`src/rtl/dcache_dm.sv`:
```
// Direct-mapped, write-through, no-write-allocate data cache between the CPU MEM stage
// and a multi-cycle data RAM. Read hits are served combinationally; misses and writes stall.
module dcache_dm #(
  parameter int INDEX_WIDTH = 3,
  parameter int TAG_WIDTH   = 32 - INDEX_WIDTH
) (
  input  logic        clk,
  input  logic        rst,
  input  logic        cpu_cs,
  input  logic        cpu_we,
  input  logic [31:0] cpu_addr,
  input  logic [31:0] cpu_din,
  output logic [31:0] cpu_dout,
  output logic        cpu_stall,
  output logic        mem_cs,
  output logic        mem_we,
  output logic [31:0] mem_addr,
  output logic [31:0] mem_din,
  input  logic [31:0] mem_dout,
  input  logic        mem_stall
);

  localparam int LINES = 2 ** INDEX_WIDTH;

  typedef enum logic [1:0] {IDLE, RD_MISS, WR_THRU, DONE} state_t;

  state_t                 state;
  logic [LINES-1:0]       valid;
  logic [TAG_WIDTH-1:0]   tags [LINES];
  logic [31:0]            data [LINES];
  logic [31:0]            result;

  logic [INDEX_WIDTH-1:0] idx;
  logic [TAG_WIDTH-1:0]   tag;
  logic                   hit;
  logic [INDEX_WIDTH-1:0] lat_idx;
  logic [TAG_WIDTH-1:0]   lat_tag;
  logic                   lat_hit;

  assign idx = cpu_addr[INDEX_WIDTH-1:0];
  assign tag = cpu_addr[31:INDEX_WIDTH];
  assign hit = valid[idx] && (tags[idx] == tag);

  // mem_addr/mem_din double as the latched request, so input changes mid-transfer are ignored
  assign lat_idx = mem_addr[INDEX_WIDTH-1:0];
  assign lat_tag = mem_addr[31:INDEX_WIDTH];
  assign lat_hit = valid[lat_idx] && (tags[lat_idx] == lat_tag);

  always_comb begin
    cpu_stall = 1'b0;
    cpu_dout  = '0;
    case (state)
      IDLE: begin
        if (cpu_cs) begin
          if (cpu_we || !hit) cpu_stall = 1'b1;
          else                cpu_dout  = data[idx];
        end
      end
      RD_MISS, WR_THRU: cpu_stall = 1'b1;
      DONE:             cpu_dout  = result;
      default: ;
    endcase
  end

  // A transfer completes on the first posedge in RD_MISS/WR_THRU with mem_stall low
  always_ff @(posedge clk) begin
    if (rst) begin
      state    <= IDLE;
      valid    <= '0;
      mem_cs   <= 1'b0;
      mem_we   <= 1'b0;
      mem_addr <= '0;
      mem_din  <= '0;
      result   <= '0;
    end else begin
      case (state)
        IDLE: begin
          if (cpu_cs && (cpu_we || !hit)) begin
            mem_cs   <= 1'b1;
            mem_we   <= cpu_we;
            mem_addr <= cpu_addr;
            if (cpu_we) mem_din <= cpu_din;
            state    <= cpu_we ? WR_THRU : RD_MISS;
          end
        end
        RD_MISS: begin
          if (!mem_stall) begin
            valid[lat_idx] <= 1'b1;
            tags[lat_idx]  <= lat_tag;
            data[lat_idx]  <= mem_dout;
            result         <= mem_dout;
            mem_cs         <= 1'b0;
            mem_we         <= 1'b0;
            state          <= DONE;
          end
        end
        WR_THRU: begin
          if (!mem_stall) begin
            if (lat_hit) data[lat_idx] <= mem_din;
            result <= '0;
            mem_cs <= 1'b0;
            mem_we <= 1'b0;
            state  <= DONE;
          end
        end
        DONE: state <= IDLE;
        default: state <= IDLE;
      endcase
    end
  end

endmodule

```
`config.mk`:
```
export PLATFORM = sky130hd
export DESIGN_NAME = dcache_dm
export DESIGN_NICKNAME = d
export VERILOG_FILES = /design/src/rtl/dcache_dm.sv
export SDC_FILE = /design/constraint.sdc
export NUM_CORES = 1
export LEC_CHECK = 0
export CORE_UTILIZATION = 30
export DETAILED_ROUTE_END_ITERATION = 6
export PLACE_DENSITY = 0.45
export SLEW_MARGIN = 25
export SYNTH_ARGS = -nofsm -noshare
export SYNTH_HDL_FRONTEND = slang
export SYNTH_SLANG_ARGS = --single-unit
```
`constraint.sdc`:
```
create_clock -name clk -period 8.8 [get_ports clk]
set_input_delay 1.32 -clock clk [delete_from_list [all_inputs] [get_ports clk]]
set_output_delay 1.32 -clock clk [all_outputs]
set_load 0.02 [all_outputs]
```
==> summary.md, run 1 <==
| Metric | Value |
|---|---|
| Fmax | `between 0.1 and 0.15 GHz` |
| Largest net degree at the start of global routing | `65` |
| Aggregate global-route resource usage | `16.7%` |
| Req. time, crit path | `around 7500 ps` |
| Fillers | `8031` |
| Ys async rst share | `0%` |
| DIE AREA | `about 87000 sq um` |
| Number of H-tree levels | `3` |
| Synth Area in Adders | `0.242%` |
| Layout area overhead | `21.8%` |
| Site row count | `107` |
| Worst-path clk slew | `approximately 50 ps` |
| Largest family of logic cells by synthesized area | `multiplexers` |
| CP Max Fanout | `44` |
| Setup Total Neg Slack | `0 ps` |
| Synth area leaders | `edfxtp_1 57%, mux4_2 14%, dfxtp_1 8.6%` |
| Share of layout cells above drive strength 1 | `22.3%` |
| Post-Route Skew | `35.0 ps` |
| Dpl cell area | `between 20000 and 30000 sq um` |
| Design area | `~31000 sq um` |
| Worst hold path class | `register to register` |
| Share of Yosys cell area claimed by the top area cell type | `56.7%` |
| Synth Net Count | `1632` |
| Final min period | `6890 ps` |
| Comb pwr share | `16.6%` |
| Max-cap violations | `0` |
| Syn Std Cell Area | `25800 sq um` |
| Worst skew pair latency | `620 ps` |
| Met1 Usage GRT | `22.9%` |
| Flop pwr share | `44.5%` |
| Final Hold Fails | `0` |
| Die W | `295 um` |
| R2R Setup Slk | `about 3300 ps` |
| GRT met2 Usage | `between 20% and 30%` |
| Sw Share | `28.1%` |
| EDFF count, synth | `488` |
| # IOs | `200` |
| CTS buffer count | `72` |
| #FFs+latches synth | `599` |
| DRT antenna net count | `0` |
| CTS root buffer | `clkbuf_16` |
| IO buf count | `199` |
| Nets | `1839` |
| Commonest cells post-synth | `488 x edfxtp_1, 163 x mux4_2, 117 x mux2i_1` |
| First-pass GRT wire length | `106000 um` |
| NetSw | `~0.0021 W` |
| Rel. slew slack | `38.9%` |
| Most used DFF post-synth | `edfxtp_1` |
| Gpl congestion | `about 0.75` |
| Cell Int Power | `0.00545 W` |
| Detailed-route wire length | `73000 um` |
| Critical Path AT | `between 5000 and 6000 ps` |
| Dpl hpwl | `42500 um` |
| CTS resizes | `0` |
| Most used routing layer | `met2` |
| Outcome | `complete, no violations` |
| Critical path class | `primary input to output port` |
| Synth unique cells | `49` |
| CP endpoint kind | `output port` |
| Initial antenna violation count | `4` |
| LEAKAGE | `10.2 nW` |
| Finish-stage setup viols | `0` |
| GRT overflow | `0` |
| Finished Core Util | `36.9%` |
| Chip height | `295 um` |
| Actual slew at the worst max-slew pin | `a little over 900 ps` |
| Peak VDD IR | `139 uV` |
| CTS Hold Bufs | `0` |
| DR vias | `between 10000 and 15000` |
| Number of remaining DRC errors | `0` |
| Period utilisation layout | `between 70% and 80%` |
| Drt pass-1 iters | `5` |
| CTS tree | `done` |
| Synth Area in Compound Gates | `3.44%` |
| Final non-filler cell total | `2938` |
| Post-synthesis mux area share | `between 20 and 25%` |
| Post-synthesis sequential area ratio | `approximately two thirds` |
| Starting DRT DRC Count | `954` |
| Dpl cells | `roughly 2800` |
| Yosys warns | `0` |
| Clock power frac | `38.9%` |
| Vias per cell | `4.98` |
| Gate Count Post-Synth | `1526` |
| Maximum buffer depth of the clock tree | `3` |
| RSZ-0062 raised after global routing | `false` |
| Post-CTS Setup Bufs | `0` |
| Post-synth top area cell | `edfxtp_1` |
| Synth Area in Simple Gates | `5.02%` |
| Post-DR wirelength/cell | `24.8 um` |
| Core area | `between 80000 and 90000 sq um` |
| Worst setup SP type | `primary input` |
| CTS sink count | `599` |
| Xor/xnor cell area share of the yosys netlist | `1.76%` |
| Initial Util | `30.3%` |
| Fin. max-slew vios | `0` |
| Post-Syn Area per Cell | `16.9 sq um` |
| M3 GR Usage | `under 10%` |
| Vias in the first global route | `15160` |
| PwrDens | `roughly 240 nW/um^2` |
| Count leader, synth | `edfxtp_1` |
## power groups by stage
stage	Clock, W	Sequential, W	Combinational, W
2_1_floorplan	0	0.00342	0.000784
3_3_place_gp	0	0.00344	0.00127
3_5_place_dp	0	0.00344	0.00127
4_1_cts	0.00303	0.00338	0.00128
5_1_grt	0.00314	0.00340	0.00135
6_report	0.00295	0.00338	0.00126
## final timing paths
| check | startpoint | end | cells past startpoint |
|---|---|---|---|
| worst max-delay path | cpu_addr[1] | cpu_dout[24] | 12 |
| worst min-delay path | mem_we$_SDFFE_PP0P_ | mem_we$_SDFFE_PP0P_ | 2 |
| worst max register to register | register | data[4][16]$_DFFE_PP_ | 11 |
| worst min register to register | mem_we$_SDFFE_PP0P_ | mem_we$_SDFFE_PP0P_ | 2 |
## worst max-delay path, stage by stage
cell and delay [ps]:
buf_4 610, buf_4 720, nor2b_1 150, a22oi_1 260, and3_1 190, o2111ai_1 120
or4_4 490, nor4_4 260, buf_4 410, a22oi_1 170, nor2_1 140, clkdlybuf4s50_1 620
## cells by family (layout without fill, tap and decap cells)
| logic type | after synthesis | count (layout) |
|---|---|---|
| multiplexers | 350 | 350 |
| XOR/XNOR | 52 | 52 |
| AND/OR/NAND/NOR | 271 | 271 |
| adder cells (fa/ha/maj) | 5 | 5 |
| AO/OA/AOI/OAI | 141 | 141 |
| buffers and inverters | 108 | 375 |
| other | 0 | 1 |
| flip-flops | 599 | 599 |
## state kept, by name, indices dropped and copies added (netlist names), named ones only
signal,count
data,256
tags,232
mem_addr,32
mem_din,32
result,32
valid,8
state,2
mem_cs,1
mem_we,1
## routing by layer
metal  up-vias  part of all wire (%)
met5         -                 0.033
met2       456                    46
met3        89                   6.5
met4         4                   1.8
met1      7597                    45
li1       6479                     -
## layout by cell type, fill, tap and decap left out, types with 12 or more instances in the layout
cell type	Yosys	layout
edfxtp_1	488	488
clkdlybuf4s50_1	0	195
mux4_2	163	163
mux2i_1	117	117
dfxtp_1	111	108
nor2_1	113	107
nand2_1	73	73
clkbuf_16	0	73
a21oi_1	70	70
mux2_2	66	66
a22oi_1	44	44
xor2_1	42	42
buf_4	4	41
nor3b_1	34	32
clkinv_1	0	16
clkbuf_1	52	15
clkinv_2	0	12
## metrics by stage
stage	setup WS (ps)	hold slack [ps]	power, W
6_report	1910	471	0.00758
5_1_grt	1610	488	0.00790
4_1_cts	1890	476	0.00769
3_5_place_dp	1910	464	0.00471
3_3_place_gp	1970	461	0.00471
2_1_floorplan	2410	438	0.00420
## final cells by class
class | instances | area (sq um) | area share [%]
clock inverters | 43 | 427 | 1.36
inverters | 4 | 15.0 | 0.0477
multi-input cells | 819 | 8510 | 27.0
well taps | 1144 | 1430 | 4.55
clock buffers | 91 | 1920 | 6.12
flip-flops and latches | 599 | 16900 | 53.7
repair buffers | 237 | 2270 | 7.23
diodes | 1 | 2.50 | 0.00795
Power figures use the tool's default switching activity.
==> run 2: changes to the inputs <==
--- a/config.mk
+++ b/config.mk
@@ -7,7 +7,7 @@
 export LEC_CHECK = 0
 export CORE_UTILIZATION = 30
 export DETAILED_ROUTE_END_ITERATION = 6
-export PLACE_DENSITY = 0.45
+export PLACE_DENSITY = 0.46
 export SLEW_MARGIN = 25
 export SYNTH_ARGS = -nofsm -noshare
 export SYNTH_HDL_FRONTEND = slang
==> constraint.sdc (replaced) <==
create_clock -name clk -period 6 [get_ports clk]
set_input_delay 0.9 -clock clk [delete_from_list [all_inputs] [get_ports clk]]
set_output_delay 0.9 -clock clk [all_outputs]
set_load 0.02 [all_outputs]
==> summary.md, run 2 (synthesis gave the netlist of run 1 again) <==
| Metric | Value |
|---|---|
| Outcome | `complete, no violations` |
| Req. time, crit path | `5100 ps (-2380 ps)` |
| Period utilisation layout | `94.2%` |
| CTS Hold Bufs | `0 (unchanged)` |
| NetSw | `0.00309 W (+45%)` |
| Most common cell after layout, fill and taps aside | `edfxtp_1` |
| Final Hold Fails | `0 (unchanged)` |
| Clock power frac | `39.0% (about the same)` |
| Largest net degree at the start of global routing | `65 (unchanged)` |
| Biggest regs | `data x256, tags x232` |
| Number of H-tree levels | `3 (unchanged)` |
| Cell Int Power | `0.00806 W (+48%)` |
| Vias per cell | `4.98 (about the same)` |
| DIE AREA | `87300 sq um (unchanged)` |
| Dpl ws | `332 ps (-1580 ps)` |
| Fin. max-slew vios | `0 (unchanged)` |
| Initial Util | `30.3% (unchanged)` |
| CTS tree | `done` |
| CTS sink count | `599 (unchanged)` |
| Starting DRT DRC Count | `1215 (+27%)` |
| Actual slew at the worst max-slew pin | `1060 ps (+144 ps)` |
| GRT overflow | `0 (unchanged)` |
| Hold_ws | `474 ps (+3.02 ps)` |
| CP Max Fanout | `32 (-27%)` |
| Layout area overhead | `22.5%` |
| Worst setup SP type | `primary input` |
| Sw Share | `27.7% (-0.42 points)` |
| Post-Route Skew | `45.1 ps (+10.1 ps)` |
| Number of remaining DRC errors | `0 (unchanged)` |
| Biggest register | `data` |
| Nets | `1851 (+0.65%)` |
| Most frequent cells in the layout | `488 x edfxtp_1, 195 x clkdlybuf4s50_1, 163 x mux4_2` |
| LEAKAGE | `10.3 nW (+0.73%)` |
| Maximum buffer depth of the clock tree | `3 (unchanged)` |
| Critical Path AT | `4750 ps (-820 ps)` |
| Critical path class | `primary input to output port` |
| Comb pwr share | `16.3% (-0.3 points)` |
| Worst-path clk slew | `60 ps (about the same)` |
| Max FFs per register | `256 (unchanged)` |
| # IOs | `200 (unchanged)` |
| Max-cap violations | `0 (unchanged)` |
| Vias in the first global route | `15578 (+2.8%)` |
| Antenna diodes | `0 (-1)` |
| Dpl hpwl | `43700 um (+2.8%)` |
| Gpl congestion | `0.761 (+1.9%)` |
| IO buf count | `199 (unchanged)` |
| Total power | `0.0111 W (+47%)` |
| Detailed-route wire length | `71400 um (-2.1%)` |
| PwrDens | `352 nW/um^2 (+46%)` |
| CTS root buffer | `clkbuf_16` |
| Worst hold path class | `register to register` |
| Chip height | `295 um (unchanged)` |
| CTS buffer count | `71 (-1.4%)` |
| Rel. slew slack | `29.2% (-9.6 points)` |
| Setup Total Neg Slack | `0 ps (unchanged)` |
| RSZ-0062 raised after global routing | `false` |
| Die W | `295 um (unchanged)` |
| DRT antenna net count | `0 (unchanged)` |
| CTS resizes | `0 (unchanged)` |
| Site row count | `107 (unchanged)` |
| Drt pass-1 iters | `5 (unchanged)` |
| Peak VDD IR | `242 uV (+74%)` |
| Flop pwr share | `44.6% (about the same)` |
| Finish-stage setup viols | `0 (unchanged)` |
| Worst skew pair latency | `630 ps (about the same)` |
| Core area | `85100 sq um (unchanged)` |
| Setup slack after layout | `350 ps (-1560 ps)` |
| Initial antenna violation count | `1 (-3)` |
| Fmax | `~0.18 GHz` |
| CP endpoint kind | `output port` |
| Final min period | `5650 ps` |
| Aggregate global-route resource usage | `16.4% (-0.30 points)` |
| Share of layout cells above drive strength 1 | `22.9% (+0.64 points)` |
| First-pass GRT wire length | `105000 um (-1.1%)` |
| DR vias | `14667 (+0.29%)` |
| Post-CTS Setup Bufs | `0 (unchanged)` |
| Post-DR wirelength/cell | `24.2 um (-2.4%)` |
## run 2: cell count changes in the layout (fill, tap and decap cells not counted), sizes merged
cell / before / now
diode: 1 / 0
clkinvlp: 3 / 5
clkbuf: 92 / 88
bufinv: 5 / 8
buf: 41 / 54
clkinv: 31 / 28
## run 2: cell type report
cell class / instances / area (sq um)
Clock buffer: 87 / 1860
Clock inverter: 45 / 519
Timing Repair Buffer: 250 / 2400
Sequential cell: 599 / 16900
Fill cell: 8034 / 53500
Tap cell: 1144 / 1430
Inverter: 4 / 15.0
Multi-Input combinational cell: 819 / 8520
## run 2: per-stage QoR
step	std cells	utilization, %	cell area, sq um
after global routing	2948	37.1	31600
after CTS	2948	37.1	31600
after floorplan	1526	-	25800
after detailed placement	2816	34.4	29200
final	2948	37.1	31600
after global placement	2815	34.3	29200
## run 2: final timing paths
path | slack, ps | from | to | depth (start not counted)
setup / recovery | 350 | cpu_addr[2] | cpu_dout[28] | 11
hold / removal | 470 | mem_din[22]$_SDFFE_PP0P_ | mem_din[22]$_SDFFE_PP0P_ | 2
setup reg to reg | 1620 | register | data[4][20]$_DFFE_PP_ | 10
hold reg to reg | 470 | mem_din[22]$_SDFFE_PP0P_ | mem_din[22]$_SDFFE_PP0P_ | 2
## run 2: power groups by stage
stage	logic [W]	registers (W)	clock network (W)
floorplan	0.00115	0.00501	0
global placement	0.00183	0.00507	0
detailed placement	0.00185	0.00507	0
CTS	0.00186	0.00498	0.00447
global route	0.00198	0.00501	0.00462
finish	0.00182	0.00497	0.00435
## run 2: routing by layer
| layer | vias up | part of all wire, % | track usage (%) |
|---|---|---|---|
| met3 | 78 | 5.4 | 3.21 |
| met4 | 2 | 1.4 | 3.79 |
| met1 | 7701 | 46 | 22.6 |
| met5 | - | 0.018 | 0 |
| li1 | 6490 | - | - |
| met2 | 396 | 48 | 26.8 |
## run 2: worst max-delay path: stages
cell and delay, ps:
buf_4 410, buf_4 490, mux2i_1 410, xor2_1 250, nand4_1 180, or4_4 580, nor4_4 360, buf_12 240
a22oi_1 100, nor2_1 140, clkdlybuf4s50_1 620
